==> src/rtl/sequential_divider.sv <==
// rtl/sequential_divider.sv - restoring integer divider, one quotient bit per clock, start/done handshake
// Optional two's-complement mode is enabled by defining DIVIDER_SIGNED_EN.
module sequential_divider #(
    parameter int WIDTH = 8
) (
    input  logic             clk,
    input  logic             reset,
    input  logic             start,
    input  logic [WIDTH-1:0] dividend,
    input  logic [WIDTH-1:0] divisor,
    output logic [WIDTH-1:0] quotient,
    output logic [WIDTH-1:0] remainder,
    output logic             busy,
    output logic             done,
    output logic             div_by_zero
);

    localparam int CW = $clog2(WIDTH + 1);

    // ZDIV is a one-cycle hop so a zero divisor reports done one edge after accept.
    typedef enum logic [1:0] {
        IDLE = 2'd0,
        RUN  = 2'd1,
        ZDIV = 2'd2,
        DONE = 2'd3
    } state_t;

    state_t           state;
    logic [WIDTH-1:0] rem_acc;
    logic [WIDTH-1:0] q_shift;
    logic [WIDTH-1:0] divisor_q;
    logic [WIDTH-1:0] dividend_q;
    logic [CW-1:0]    count;

    logic [WIDTH:0]   shifted;
    logic [WIDTH:0]   trial;
    logic [WIDTH-1:0] rem_step;
    logic [WIDTH-1:0] q_step;
    logic [WIDTH-1:0] a_mag;
    logic [WIDTH-1:0] b_mag;
    logic [WIDTH-1:0] res_q;
    logic [WIDTH-1:0] res_r;

    assign shifted  = {rem_acc, q_shift[WIDTH-1]};
    assign trial    = shifted - {1'b0, divisor_q};
    assign rem_step = trial[WIDTH] ? shifted[WIDTH-1:0] : trial[WIDTH-1:0];
    assign q_step   = {q_shift[WIDTH-2:0], ~trial[WIDTH]};

`ifdef DIVIDER_SIGNED_EN
    logic neg_q;
    logic neg_r;

    assign a_mag = dividend[WIDTH-1] ? (~dividend + 1'b1) : dividend;
    assign b_mag = divisor[WIDTH-1]  ? (~divisor + 1'b1)  : divisor;
    // Most-negative / -1 yields magnitude 2^(WIDTH-1) with no negation, which is most-negative again.
    assign res_q = neg_q ? (~q_step + 1'b1) : q_step;
    assign res_r = neg_r ? (~rem_step + 1'b1) : rem_step;

    always_ff @(posedge clk) begin
        if (!reset) begin
            neg_q <= 1'b0;
            neg_r <= 1'b0;
        end else if ((state == IDLE || state == DONE) && start) begin
            neg_q <= dividend[WIDTH-1] ^ divisor[WIDTH-1];
            neg_r <= dividend[WIDTH-1];
        end
    end
`else
    assign a_mag = dividend;
    assign b_mag = divisor;
    assign res_q = q_step;
    assign res_r = rem_step;
`endif

    always_ff @(posedge clk) begin
        if (!reset) begin
            state       <= IDLE;
            quotient    <= '0;
            remainder   <= '0;
            busy        <= 1'b0;
            done        <= 1'b0;
            div_by_zero <= 1'b0;
            rem_acc     <= '0;
            q_shift     <= '0;
            divisor_q   <= '0;
            dividend_q  <= '0;
            count       <= '0;
        end else begin
            case (state)
                IDLE, DONE: begin
                    if (start) begin
                        quotient    <= '0;
                        remainder   <= '0;
                        done        <= 1'b0;
                        div_by_zero <= 1'b0;
                        rem_acc     <= '0;
                        q_shift     <= a_mag;
                        divisor_q   <= b_mag;
                        dividend_q  <= dividend;
                        count       <= CW'(WIDTH);
                        if (divisor == '0) begin
                            state <= ZDIV;
                            busy  <= 1'b0;
                        end else begin
                            state <= RUN;
                            busy  <= 1'b1;
                        end
                    end
                end
                RUN: begin
                    rem_acc <= rem_step;
                    q_shift <= q_step;
                    count   <= count - 1'b1;
                    if (count == CW'(1)) begin
                        state     <= DONE;
                        busy      <= 1'b0;
                        done      <= 1'b1;
                        quotient  <= res_q;
                        remainder <= res_r;
                    end
                end
                ZDIV: begin
                    state       <= DONE;
                    done        <= 1'b1;
                    div_by_zero <= 1'b1;
                    quotient    <= '1;
                    remainder   <= dividend_q;
                end
                default: state <= IDLE;
            endcase
        end
    end

endmodule

==> config.mk <==
export PLATFORM = sky130hd
export DESIGN_NAME = sequential_divider
export DESIGN_NICKNAME = d
export VERILOG_FILES = /design/src/rtl/sequential_divider.sv
export SDC_FILE = /design/constraint.sdc
export NUM_CORES = 1
export LEC_CHECK = 0
export BUFFER_PORTS_ARGS = -buffer_cell sky130_fd_sc_hd__buf_2
export CAP_MARGIN = 10
export CORE_ASPECT_RATIO = 0.5
export CORE_MARGIN = 2
export CORE_UTILIZATION = 45
export DETAILED_ROUTE_END_ITERATION = 7
export PLACE_DENSITY = 0.67
export SLEW_MARGIN = 10
export SYNTH_ARGS = -nofsm -noshare
export SYNTH_HDL_FRONTEND = slang
export SYNTH_SLANG_ARGS = --single-unit
==> constraint.sdc <==
create_clock -name clk -period 3.29 [get_ports clk]
set_clock_uncertainty 0.15 [all_clocks]
set_input_delay 0.4935 -clock clk [delete_from_list [all_inputs] [get_ports clk]]
set_output_delay 0.4935 -clock clk [all_outputs]
set_load 0.05 [all_outputs]
==> impl_metrics.ini, run 1 <==
[power]
clkPwrFrac = 0.296
seq_power_share = 0.282
p_sw_frac = 0.3954
power_density_nw_per_um2 = 1025
ir_drop_mv = 0.3684
leakage_nw = 1.333
power_switching_mw = 1.359
p_int_mw = 2.078
pwr-share-comb = 0.422
fin_total_pwr_mw = 3.437

[global_route]
overflow = 0
grt_pass1_vias = 2225
grt_antenna_before_repair = 0
grt_pass1_wl_um = 10960
grt.total_usage = 0.2108
grt_max_degree = 31

[synth]
synth_edf_count = 0
synth.avg_cell_area_um2 = 8.197
synth-main-ff-cell = dfxtp_1
ys_ff_latch = 57
ys_warn_count = 0
synth_area_um2 = 2795
async_flop_share = 0
syn_inst = 341
syn-num-nets = 373
synth-seq-area-share = 0.4082
ys_types = 43

[die]
rows = 20
dieArea_um2 = 6896
fp.coreArea_um2 = 6031
start_util = 0.4635
io_pins = 38
die-height_um = 59.73
die_x_um = 115.5

[min_path]
min_to = divisor_q[1]
holdCritStartpoint = divisor[1]
hold_path_class = in2reg
hold_depth = 3

[clocking]
cts_resized = 0
clk_pin_slew_ns = 0.05
cts_tree = done
htreeDepth = 3
hold_buffers = 0
numCtsBuffers = 9
cts_setup_buffers = 0
clock-root-buffer = clkbuf_16
cts.sinks = 57
clk_latency_ns = 0.32
cts_buffer_depth = 2

[worst_setup_path]
worstReg2RegStart = q_shift[7]
r2r_end = rem_acc[1]
cp_slowest_cell = nor3_4
crit_buf_inv = 1
arrival_ns = 2.90
cp-start-kind = flop
reg2regPathDepth = 9
required_ns = 3.38
end_kind = flop
cp_cell_sequence = inv_1 > ha_1 > fa_1 > nand2b_1 > a21oi_2 > nor4_4 > nor3_4 > mux2_2 > o21ai_0
worstSetupPathType = reg2reg
slowest_delay_ns = 0.48
crit_family = simple AND/OR/NAND/NOR gates
r2r_slack_ns = 0.49
critPathMaxFanout = 9

[run_status]
status = finished clean

[sta]
relSlewSlack = 0.4444
fin_ws_ns = 0.4859
tns_ns = 0
rsz0062_at_grt = false
worst_pin_slew_ns = 0.8334
finalHoldViolCount = 0
fin_crit_sh = 0.8523
drv_slew = 0
final-setup-viol-count = 0
max_freq_mhz = 356.6
finalCriticalPeriod_ns = 2.804

[layout]
fin_cells = 463
layout.nets = 403
finish.instance_area_um2 = 3353
fillers = 571
drive_gt1_frac = 0.1680
antennaDiodeCount = 0
syn_to_final_growth_pct = 19.96

[drt]
drtIter0Drc = 187
wl_um = 6852
ant_nets = 0
wl_per_cell_um = 14.80
drtPass1Iterations = 4
via_per_inst = 5.365
vias = 2484
post-route-drc-count = 0

[place]
dp_slack_ns = 0.5128
dp_hpwl_um = 4830
post_dp_cell_area_um2 = 3023
gp_congestion = 0.8954
placed_cells = 448
io_buffers = 37

[flow_run]
drv_cap = 0
worst max path at each step:
stage	from	to	slack, ns	cells after the start
floorplan	q_shift[7]	rem_acc[1]	0.75	9
global placement	q_shift[7]	rem_acc[1]	0.54	9
detailed placement	q_shift[7]	remainder[1]	0.51	9
CTS	q_shift[7]	rem_acc[3]	0.50	9
global route	q_shift[7]	rem_acc[1]	0.33	9
finish	q_shift[7]	rem_acc[1]	0.49	9
placed cells by master (no fill, tap or decap), drive strengths merged, types with 12 or more instances in the layout:
master   n
dfxtp   57
inv     16
o21ai   14
nor2    37
a21oi   51
nand2   50
mux2i   12
buf     39
clkbuf  13
ha      12
cell type report:
cell class                      count  area (µm²)  share of cell area
Inverter                           16       60.06             0.01791
Clock buffer                       13       270.3             0.08060
Sequential cell                    57        1141              0.3403
Timing Repair Buffer               39       200.2             0.05970
Multi-Input combinational cell    248        1511              0.4507
Clock inverter                      2       60.06             0.01791
Tap cell                           88       110.1             0.03284
sequential cells by signal (all words and copies together), names as in the netlist:
signal and cells:
dividend_q 8, divisor_q 8, q_shift 8, quotient 8, rem_acc 8, remainder 8
count 4, state 2, busy 1, div_by_zero 1, done 1
layer usage:
metal,global-route usage,share of wire
met1,0.2865,0.49
met3,0.06389,0.053
met5,0,0
met2,0.3283,0.45
met4,0.06024,0.0048
power groups by stage:
stage / combinational, mW / sequential [mW] / clock, mW
final: 1.45 / 0.969 / 1.02
after global routing: 1.61 / 0.986 / 1.06
after floorplan: 1.03 / 1.08 / 0
after detailed placement: 1.44 / 0.977 / 0
after CTS: 1.45 / 0.967 / 1.03
after global placement: 1.42 / 0.969 / 0
Yosys cell counts, drive strengths merged (2+ instances only):
cell | number | share of area
a21oi | 51 | 0.094
nand2 | 50 | 0.067
clkbuf | 19 | 0.026
o22ai | 4 | 0.0090
a221oi | 2 | 0.0063
nor4 | 3 | 0.012
o211ai | 2 | 0.0072
xnor2 | 3 | 0.0094
o32ai | 2 | 0.0063
nor2b | 2 | 0.0045
ha | 12 | 0.054
mux2i | 12 | 0.043
a32oi | 5 | 0.016
nor2 | 37 | 0.050
mux2 | 2 | 0.0081
a22oi | 4 | 0.011
inv | 16 | 0.021
nand2b | 4 | 0.0090
nor3 | 5 | 0.013
o31ai | 3 | 0.0081
o21ai | 14 | 0.025
dfxtp | 57 | 0.41
o21a | 3 | 0.0081
a211oi | 11 | 0.030
nand3 | 4 | 0.0072
o31a | 2 | 0.0067
per-stage QoR:
step           hold slack [ns]  utilization
2_1_floorplan           0.2863            -
3_3_place_gp            0.2945       0.5012
3_5_place_dp            0.3006       0.5012
4_1_cts                 0.2624       0.5560
5_1_grt                 0.2747       0.5560
6_report                0.2734       0.5560
tightest hold or removal path, stage by stage:
cell	delay, ns
buf_2	0.10
nand2_1	0.05
a21oi_1	0.05
logic make-up after synthesis:
group,after synthesis,share of synthesized area
AO/OA/AOI/OAI,110,0.2475
AND/OR/NAND/NOR,107,0.1688
flip-flops,57,0.4082
buffers and inverters,36,0.05103
multiplexers,14,0.05103
adder cells (fa/ha/maj),13,0.06088
XOR/XNOR,4,0.01254
No activity file was read; power rests on OpenSTA's default activity.
==> run 2, diff against run 1 <==
--- a/config.mk
+++ b/config.mk
@@ -6,12 +6,13 @@
 export NUM_CORES = 1
 export LEC_CHECK = 0
 export BUFFER_PORTS_ARGS = -buffer_cell sky130_fd_sc_hd__buf_2
-export CAP_MARGIN = 10
+export CAP_MARGIN = 20
 export CORE_ASPECT_RATIO = 0.5
 export CORE_MARGIN = 2
 export CORE_UTILIZATION = 45
 export DETAILED_ROUTE_END_ITERATION = 7
 export PLACE_DENSITY = 0.67
+export REMOVE_ABC_BUFFERS = 1
 export SLEW_MARGIN = 10
 export SYNTH_ARGS = -nofsm -noshare
 export SYNTH_HDL_FRONTEND = slang
==> impl_metrics.ini, run 2 (synthesis gave the netlist of run 1 again) <==
[run_status]
status = finished clean

[place]
io_buffers = 37
post_dp_cell_area_um2 = 3038
placed_cells = 450
dp_hpwl_um = 5003
gp_congestion = 0.8070

[die]
start_util = 0.4635
io_pins = 38
dieArea_um2 = 6896
die-height_um = 59.73
fp.coreArea_um2 = 6031
die_x_um = 115.5
rows = 20

[worst_setup_path]
critPathMaxFanout = 9
required_ns = 3.39
end_kind = flop
arrival_ns = 2.92
cp-start-kind = flop
worstSetupPathType = reg2reg

[drt]
post-route-drc-count = 0
drtPass1Iterations = 4
drtIter0Drc = 135
wl_um = 7164
via_per_inst = 5.457
vias = 2543
wl_per_cell_um = 15.37
ant_nets = 0

[clocking]
cts_buffer_depth = 2
numCtsBuffers = 9
cts_resized = 0
cts.sinks = 57
clock-root-buffer = clkbuf_16
htreeDepth = 3
clk_latency_ns = 0.33
hold_buffers = 0
cts_tree = done
clk_pin_slew_ns = 0.05
cts_setup_buffers = 0

[sta]
relSlewSlack = 0.4305
drv_slew = 0
tns_ns = 0
fin_crit_sh = 0.8592
final-setup-viol-count = 0
finalHoldViolCount = 0
rsz0062_at_grt = false
worst_pin_slew_ns = 0.8543
max_freq_mhz = 353.8
finalCriticalPeriod_ns = 2.827

[global_route]
overflow = 0
grt_max_degree = 24
grt_pass1_wl_um = 11820
grt_pass1_vias = 2448
grt.total_usage = 0.2255
grt_antenna_before_repair = 0

[layout]
syn_to_final_growth_pct = 18.80
final_common_cell = dfxtp_1
fin_cells = 466
layout.nets = 405
final_core_util = 0.5506
fillers = 560
final_cell_mix = dfxtp_1 (57), nand2_1 (50), a21oi_1 (49)
drive_gt1_frac = 0.1772
antennaDiodeCount = 0
finish.instance_area_um2 = 3321

[power]
power_density_nw_per_um2 = 997.0
ir_drop_mv = 0.4231
leakage_nw = 1.318
fin_total_pwr_mw = 3.311

[min_path]
hold_path_class = in2reg

[flow_run]
drv_cap = 0
-- run 2: critical path, stage by stage, from the launching register on --
cell      delay [ns]
dfxtp_1         0.31
inv_1           0.06
ha_1            0.22
fa_1            0.39
nand2b_1        0.20
a21oi_2         0.24
nor4_4          0.08
nor3_4          0.51
mux2_2          0.41
o21ai_0         0.17
-- run 2: worst paths after layout --
path	start	to	slack [ns]	depth (start not counted)
max	q_shift[7]	rem_acc[0]	0.46	9
max reg2reg	q_shift[7]	rem_acc[0]	0.46	9
min reg2reg	divisor_q[3]	divisor_q[3]	0.31	2
min	divisor[7]	divisor_q[7]	0.27	3
-- run 2: power by group --
| group | switching, mW | internal (mW) |
|---|---|---|
| combinational | 0.968 | 0.515 |
| clock | 0.317 | 0.545 |
| sequential | 0.118 | 0.848 |
-- run 2: area by class of cell --
class | count | area, µm² | share of cell area
multi-input cells | 248 | 1511 | 0.4552
flip-flops and latches | 57 | 1141 | 0.3436
clock buffers | 11 | 252.7 | 0.07611
repair buffers | 41 | 215.2 | 0.06481
well taps | 88 | 110.1 | 0.03316
inverters | 16 | 60.06 | 0.01809
clock inverters | 5 | 30.03 | 0.009043
-- run 2: per-stage QoR --
stage,setup slack (ns),hold WS [ns]
3_5_place_dp,0.5054,0.2995
5_1_grt,0.3131,0.2745
3_3_place_gp,0.5631,0.2961
6_report,0.4633,0.2675
2_1_floorplan,0.7504,0.2863
4_1_cts,0.4786,0.2595
-- run 2: routing by layer --
layer  track usage  share of wire
met1        0.2980           0.48
met2        0.3467           0.45
met3       0.06389          0.056
met4        0.1033          0.016
met5             0              0
